--- config.mk ---
export PLATFORM = sky130hd
export DESIGN_NAME = input_conditioner
export DESIGN_NICKNAME = d
export VERILOG_FILES = /design/src/rtl/soc_io_pkg.sv /design/src/rtl/debounce_channel.sv /design/src/rtl/input_conditioner.sv
export SDC_FILE = /design/constraint.sdc
export NUM_CORES = 1
export LEC_CHECK = 0
export CAP_MARGIN = 10
export CORE_ASPECT_RATIO = 1.75
export CORE_UTILIZATION = 25
export DETAILED_ROUTE_END_ITERATION = 6
export DONT_BUFFER_PORTS = 1
export PLACE_DENSITY = 0.35
export REMOVE_ABC_BUFFERS = 1
export SLEW_MARGIN = 20
export SYNTH_ARGS = -nofsm -noshare
export SYNTH_HDL_FRONTEND = slang
export SYNTH_SLANG_ARGS = --single-unit
--- constraint.sdc ---
create_clock -name clk -period 2.1 [get_ports clk]
set_input_delay 0.42 -clock clk [delete_from_list [all_inputs] [get_ports clk]]
set_output_delay 0.42 -clock clk [all_outputs]
set_load 0.03 [all_outputs]
--- src/rtl/soc_io_pkg.sv ---
// soc_io_pkg: shared types and constants for board input conditioning
// Holds the per-channel debounce FSM state encoding.
// Holds the default debounce length (10 ms at 100 MHz).
package soc_io_pkg;
  typedef enum logic {STABLE, PENDING} db_state_t;
  localparam int DEBOUNCE_CYCLES_DEFAULT = 1_000_000;
endpackage

--- src/rtl/debounce_channel.sv ---
// debounce_channel: synchronise, debounce and edge-detect one raw input
// Ports:
//   clk, rst_n : system clock, synchronous active-low reset
//   raw        : asynchronous bouncy input
//   level      : debounced level
//   rise, fall : one-cycle pulses aligned with the first cycle of a new level
module debounce_channel
  import soc_io_pkg::*;
#(
  parameter int   DEBOUNCE_CYCLES = DEBOUNCE_CYCLES_DEFAULT,
  parameter logic RESET_LEVEL     = 1'b0
) (
  input  logic clk,
  input  logic rst_n,
  input  logic raw,
  output logic level,
  output logic rise,
  output logic fall
);
  localparam int CW = $clog2(DEBOUNCE_CYCLES);
  localparam logic [CW-1:0] LAST = CW'(DEBOUNCE_CYCLES - 1);
  logic s1, sync;
  logic [CW-1:0] cnt;
  db_state_t state;
  always_ff @(posedge clk) begin
    if (!rst_n) begin
      s1    <= RESET_LEVEL;
      sync  <= RESET_LEVEL;
      level <= RESET_LEVEL;
      rise  <= 1'b0;
      fall  <= 1'b0;
      cnt   <= '0;
      state <= STABLE;
    end else begin
      s1   <= raw;
      sync <= s1;
      rise <= 1'b0;
      fall <= 1'b0;
      if (state == STABLE) begin
        cnt <= '0;
        if (sync != level) begin
          state <= PENDING;
          cnt   <= CW'(1);
        end
      end else if (sync == level) begin
        state <= STABLE;
        cnt   <= '0;
      end else if (cnt == LAST) begin
        level <= sync;
        rise  <= sync;
        fall  <= ~sync;
        state <= STABLE;
        cnt   <= '0;
      end else begin
        cnt <= cnt + CW'(1);
      end
    end
  end
endmodule

--- src/rtl/input_conditioner.sv ---
// input_conditioner: WIDTH independent debounced board inputs with edge pulses
// Ports:
//   clk, rst_n : system clock, synchronous active-low reset
//   raw        : asynchronous bouncy inputs
//   level      : debounced levels
//   rise, fall : per-channel one-cycle transition pulses
module input_conditioner
  import soc_io_pkg::*;
#(
  parameter int               WIDTH           = 3,
  parameter int               DEBOUNCE_CYCLES = DEBOUNCE_CYCLES_DEFAULT,
  parameter logic [WIDTH-1:0] RESET_LEVEL     = '0
) (
  input  logic             clk,
  input  logic             rst_n,
  input  logic [WIDTH-1:0] raw,
  output logic [WIDTH-1:0] level,
  output logic [WIDTH-1:0] rise,
  output logic [WIDTH-1:0] fall
);
  for (genvar i = 0; i < WIDTH; i++) begin : g_ch
    debounce_channel #(
      .DEBOUNCE_CYCLES(DEBOUNCE_CYCLES),
      .RESET_LEVEL    (RESET_LEVEL[i])
    ) u_ch (
      .clk  (clk),
      .rst_n(rst_n),
      .raw  (raw[i]),
      .level(level[i]),
      .rise (rise[i]),
      .fall (fall[i])
    );
  end
endmodule

* Yosys cells after proc, flatten, opt, wreduce, memory -nomap -nowiden *
Cells that the tools add are included.

storage, ports and cells
  register bits = 78
  logic and storage cells = 76
  bits of input ports = 5
  output and inout bits = 9

cells by class
  reduce and logical (&&, ||, !) cells = 6
  equality and inequality tests = 9
  $add $sub $neg = 3
  bitwise logic cells = 13
  multiplexer cells = 24

operator list
  operator               number
  $mux 20                9
  $add 20x1->20 const B  3
  $eq 20x20->1 const B   3
  $mux 1                 15
  $not 1->1              13
  $reduce_or 4->1        3
  $reduce_and 3->1       3
  $eq 1x1->1             3
  $ne 1x1->1             3

* Depth between registers and ports, before layout *
  depth in word-level cells = 4
  mapped depth = 7
  gate-level depth less buffers = 5

* Cells and area by module *
A second synthesis with hierarchy kept.

unflattened totals
  cells, all modules = 376
  area, all modules = 3442.1 µm²

modules (own cells, without submodules)
  module                                area an instance (µm²)  times used  cells each  seq. area each (µm²)
  debounce_channel at g_ch[0].u_ch ...  1159.9                  2           126         520.5
  debounce_channel at g_ch[2].u_ch      1122.3                  1           124         520.5

* Worst setup path before layout *
No wires, ideal clock.

  path type = flip-flop to flip-flop
  start = register g_ch[2].u_ch.cnt[0]
  end = register g_ch[2].u_ch.cnt[10]
  buffers on the path = 2
  arrival time = 1.699 ns
  stages on the path, launching flop included = 8
  setup slack = 0.284 ns
  clock period less this slack = 1.816 ns
  cells stage by stage = dfxtp_1 ha_1 nand3_1 nor4_1 a21o_1 buf_2 buf_2 nor2_1

on the way
  longest elaborated chain between the ends = 4
  elaborated cells between the ends (all ways) = 5
  those cells by class = add/sub: 1; eq/ne: 1; mux: 3

RTL lines
  element                                               RTL line                                        RTL
  start: declaration                                    debounce_channel.sv:23                          logic [CW-1:0] cnt;
  start signal: assignment                              debounce_channel.sv:55                          cnt <= cnt + CW'(1);
  $add 20x1->20 / $eq 20x20->1 (equally long branches)  debounce_channel.sv:55, debounce_channel.sv:48
  $mux 20 (*)                                           debounce_channel.sv:48                          end else if (cnt == LAST) begin
  $mux 20 (*)                                           debounce_channel.sv:45                          end else if (sync == level) begin
  $mux 20 (*)                                           debounce_channel.sv:39                          if (state == STABLE) begin

Every way passes the cells marked *; elsewhere a longest branch is shown, timed or not.
A chain may end at the register's enable or synchronous reset.

* Worst setup path after layout *
  start = register g_ch[1].u_ch.cnt[13]
  end = register g_ch[1].u_ch.cnt[4]

on the way
  longest elaborated chain between the ends = 4

RTL lines
  element                   RTL line
  start: declaration        debounce_channel.sv:23
  start signal: assignment  debounce_channel.sv:55
  $eq 20x20->1              debounce_channel.sv:48
  $mux 20                   debounce_channel.sv:48
  $mux 20                   debounce_channel.sv:45
  $mux 20                   debounce_channel.sv:39

Every way passes these cells.

==> run summary <==
# hold bufs at CTS -> 0
type of element capturing the critical path -> flip-flop
clock skew -> 0.01126 ns
syn_area_per_cell -> 8.970 um2
Tmin final -> 1.974 ns
Fin. Hold Viols -> 0
share of post-route cells with drive strength above 1 -> 12.66%
Synth Register Bits -> 78
initial core utilization -> 25.54%
worst skew pair latency -> 0.34 ns
grt total ovfl -> 0
PortBufs -> 0
status -> finished clean
DR vias/cell -> 4.638
Startpoint Class -> flip-flop
top layer in use -> met4
met3 WL post-DR -> 185 um
RSZ-0062 raised after global routing -> false
antenna viol nets, final -> 0
H-Tree Depth -> 3
max-cap violations -> 0
Max rail drop VDD -> 0.0003297 V
Final nets -> 398
sequential share of the synthesized area -> 45.93%
DRT iter0 DRCs -> 77
dpl hpwl -> 5.485 mm
Area Growth Syn to Fin -> 16.64%
CTS tree -> yes
Synth Area in Simple Gates -> 29.74%
Core Region -> 13310 um2
num rows -> 56
total number of vias -> 2639
adder-cell share of the synthesized area -> 1.104%
Final Non-Filler Cells -> 569
Synth Area in Compound Gates -> 7.471%
Syn Inst Count -> 379
TritonCTS buffer count -> 9
M1 wire length -> 3.095 mm
Die Area -> 14090 um2
Total GRT Usage -> 11.45%
CP max FO -> 6
Setup Crit Path Kind -> reg2reg
WHS -> 0.1969 ns
chip height -> 156.3 um
post-synth cell types -> 40
mapped cell area -> 3400 um2
Pins Over Slew Limit -> 0
TritonRoute pass-1 iters -> 4
initial antenna violation count -> 0
Leak -> 1.225 nW
CTS clk-pin slew, worst paths -> 0.07 ns
reg2reg path depth -> 6
routability cong. -> 0.7909
Critical Path RT -> 2.33 ns
DRC Markers -> 0
DR WL met2 -> 4.061 mm
vias in the first global route -> 2584
mux cell area share after synthesis -> 0.5889%
drt wl/cell -> 13.17 um
Antenna diodes -> 0
FMAX -> 506.7 MHz
Max Root-Sink Buffers -> 2
Syn. warnings -> 0
largest family of logic cells by synthesized area -> simple AND/OR/NAND/NOR gates
Post-Synth XOR/XNOR Area -> 10.56%
Root Buffer -> clkbuf_16
final period utilization -> 93.98%
placed cell count -> 553
hold crit path type -> in2reg
hold path depth -> 1
Sink Count -> 78
crit path DAT -> 2.20 ns
commonest non-fill, non-tap cell in the layout -> dfxtp_1
first-pass GRT wire length -> 12.59 mm
relative slew slack -> 67.40%
most frequent cells in the layout -> dfxtp_1 (78), nor2_1 (52), nand2_1 (24)
Setup TNS -> 0 ns
Final setup viols -> 0
worst-margin pin slew -> 0.4846 ns
Die W -> 90.15 um
PD cells -> 760.7 nW/um2
IO Pins -> 14
routed wire length -> 7.495 mm
largest net degree at the start of global routing -> 21
==> what timing repair did <==
| action | 4_1_cts | 5_1_grt |
|---|---|---|
| endpoints found under the setup margin | 0 | 20 |
| setup buffers | 0 | 0 |
| resized for setup | 0 | 1 |
==> report_power, final <==
part	switching [mW]	total, mW	internal, mW
clock network	0.683	1.51	0.828
registers	0.00616	1.49	1.49
logic	0.00602	0.0128	0.00681
==> final timing paths <==
path | start | end | slack [ns]
setup reg to reg | g_ch[1].u_ch.cnt[13] | g_ch[1].u_ch.cnt[4] | 0.13
hold reg to reg | g_ch[2].u_ch.s1 | g_ch[2].u_ch.sync | 0.44
setup / recovery | g_ch[1].u_ch.cnt[13] | g_ch[1].u_ch.cnt[4] | 0.13
hold / removal | rst_n | g_ch[2].u_ch.s1 | 0.20
==> Yosys cell counts <==
cell      instances  area share, %
dfxtp_1          78             46
nor2_1           52            5.7
nand2_1          24            2.7
xnor2_1          22            5.7
nand3_1          20            2.9
xor2_1           19            4.9
nand4_1          17            3.1
a21oi_1          15            2.2
inv_1            11            1.2
buf_4            10            2.2
nor4_1           10            1.8
or4_1             9            2.0
and2_1            8            1.5
and4_1            8            2.1
o31ai_1           8            1.8
and3_1            7            1.3
nor3_1            6           0.88
o21ai_0           6           0.88
buf_2             5           0.74
clkbuf_1          4           0.44
or3_1             4           0.74
a211oi_1          3           0.66
ha_1              3            1.1
or3b_2            3           0.77
a21o_1            2           0.44
a31o_2            2           0.52
and4b_1           2           0.59
mux2i_1           2           0.59
nand3_2           2           0.59
nor2b_1           2           0.37
nor3b_1           2           0.44
nor4b_1           2           0.52
o41ai_1           2           0.52
or2_2             2           0.37
or4b_2            2           0.59
a211o_1           1           0.26
a21boi_0          1           0.22
and3_2            1           0.22
or3_2             1           0.22
or4_4             1           0.33
==> metrics by stage <==
step / total power [mW] / setup slack [ns] / util [%] / instance area (um2)
after global routing: 3.139 / 0.03345 / 29.78 / 3965
after detailed placement: 1.540 / 0.05919 / 27.57 / 3670
final: 3.016 / 0.1264 / 29.78 / 3965
after CTS: 3.083 / 0.03127 / 29.74 / 3959
after floorplan: 1.536 / 0.1259 / - / 3284
after global placement: 1.540 / 0.02899 / 27.57 / 3670
==> flip-flops by register name, summed over array words and instances (netlist names) <==
signal,flops
g_ch.u_ch.state,3
g_ch.u_ch.level,3
g_ch.u_ch.fall,3
g_ch.u_ch.sync,3
g_ch.u_ch.cnt,60
g_ch.u_ch.rise,3
g_ch.u_ch.s1,3
==> critical path, stage by stage (launching register included) <==
cell	delay, ns
dfxtp_1	0.36
or4_1	0.53
nor4_1	0.36
buf_4	0.20
a211o_1	0.20
buf_4	0.17
nor2_1	0.05
==> area by class of cell <==
cell class,count,area [um2]
clock buffer,9,225.2
clock inverter,7,63.81
fill,1447,9348
inverter,11,41.29
multi-input combinational,271,1688
sequential,78,1562
tap,174,217.7
timing repair buffer,19,167.7
==> logic make-up after synthesis <==
logic type	Yosys count
buffers and inverters	30
multiplexers	2
AND/OR/NAND/NOR	185
flip-flops	78
adder cells (fa/ha/maj)	3
XOR/XNOR	41
AO/OA/AOI/OAI	40
==> layer usage <==
layer	GRT usage [%]	up-vias
li1	-	1359
met5	0	-
met4	5.991	0
met1	11.87	1244
met3	2.624	10
met2	21.26	26
Power figures use the tool's default switching activity.
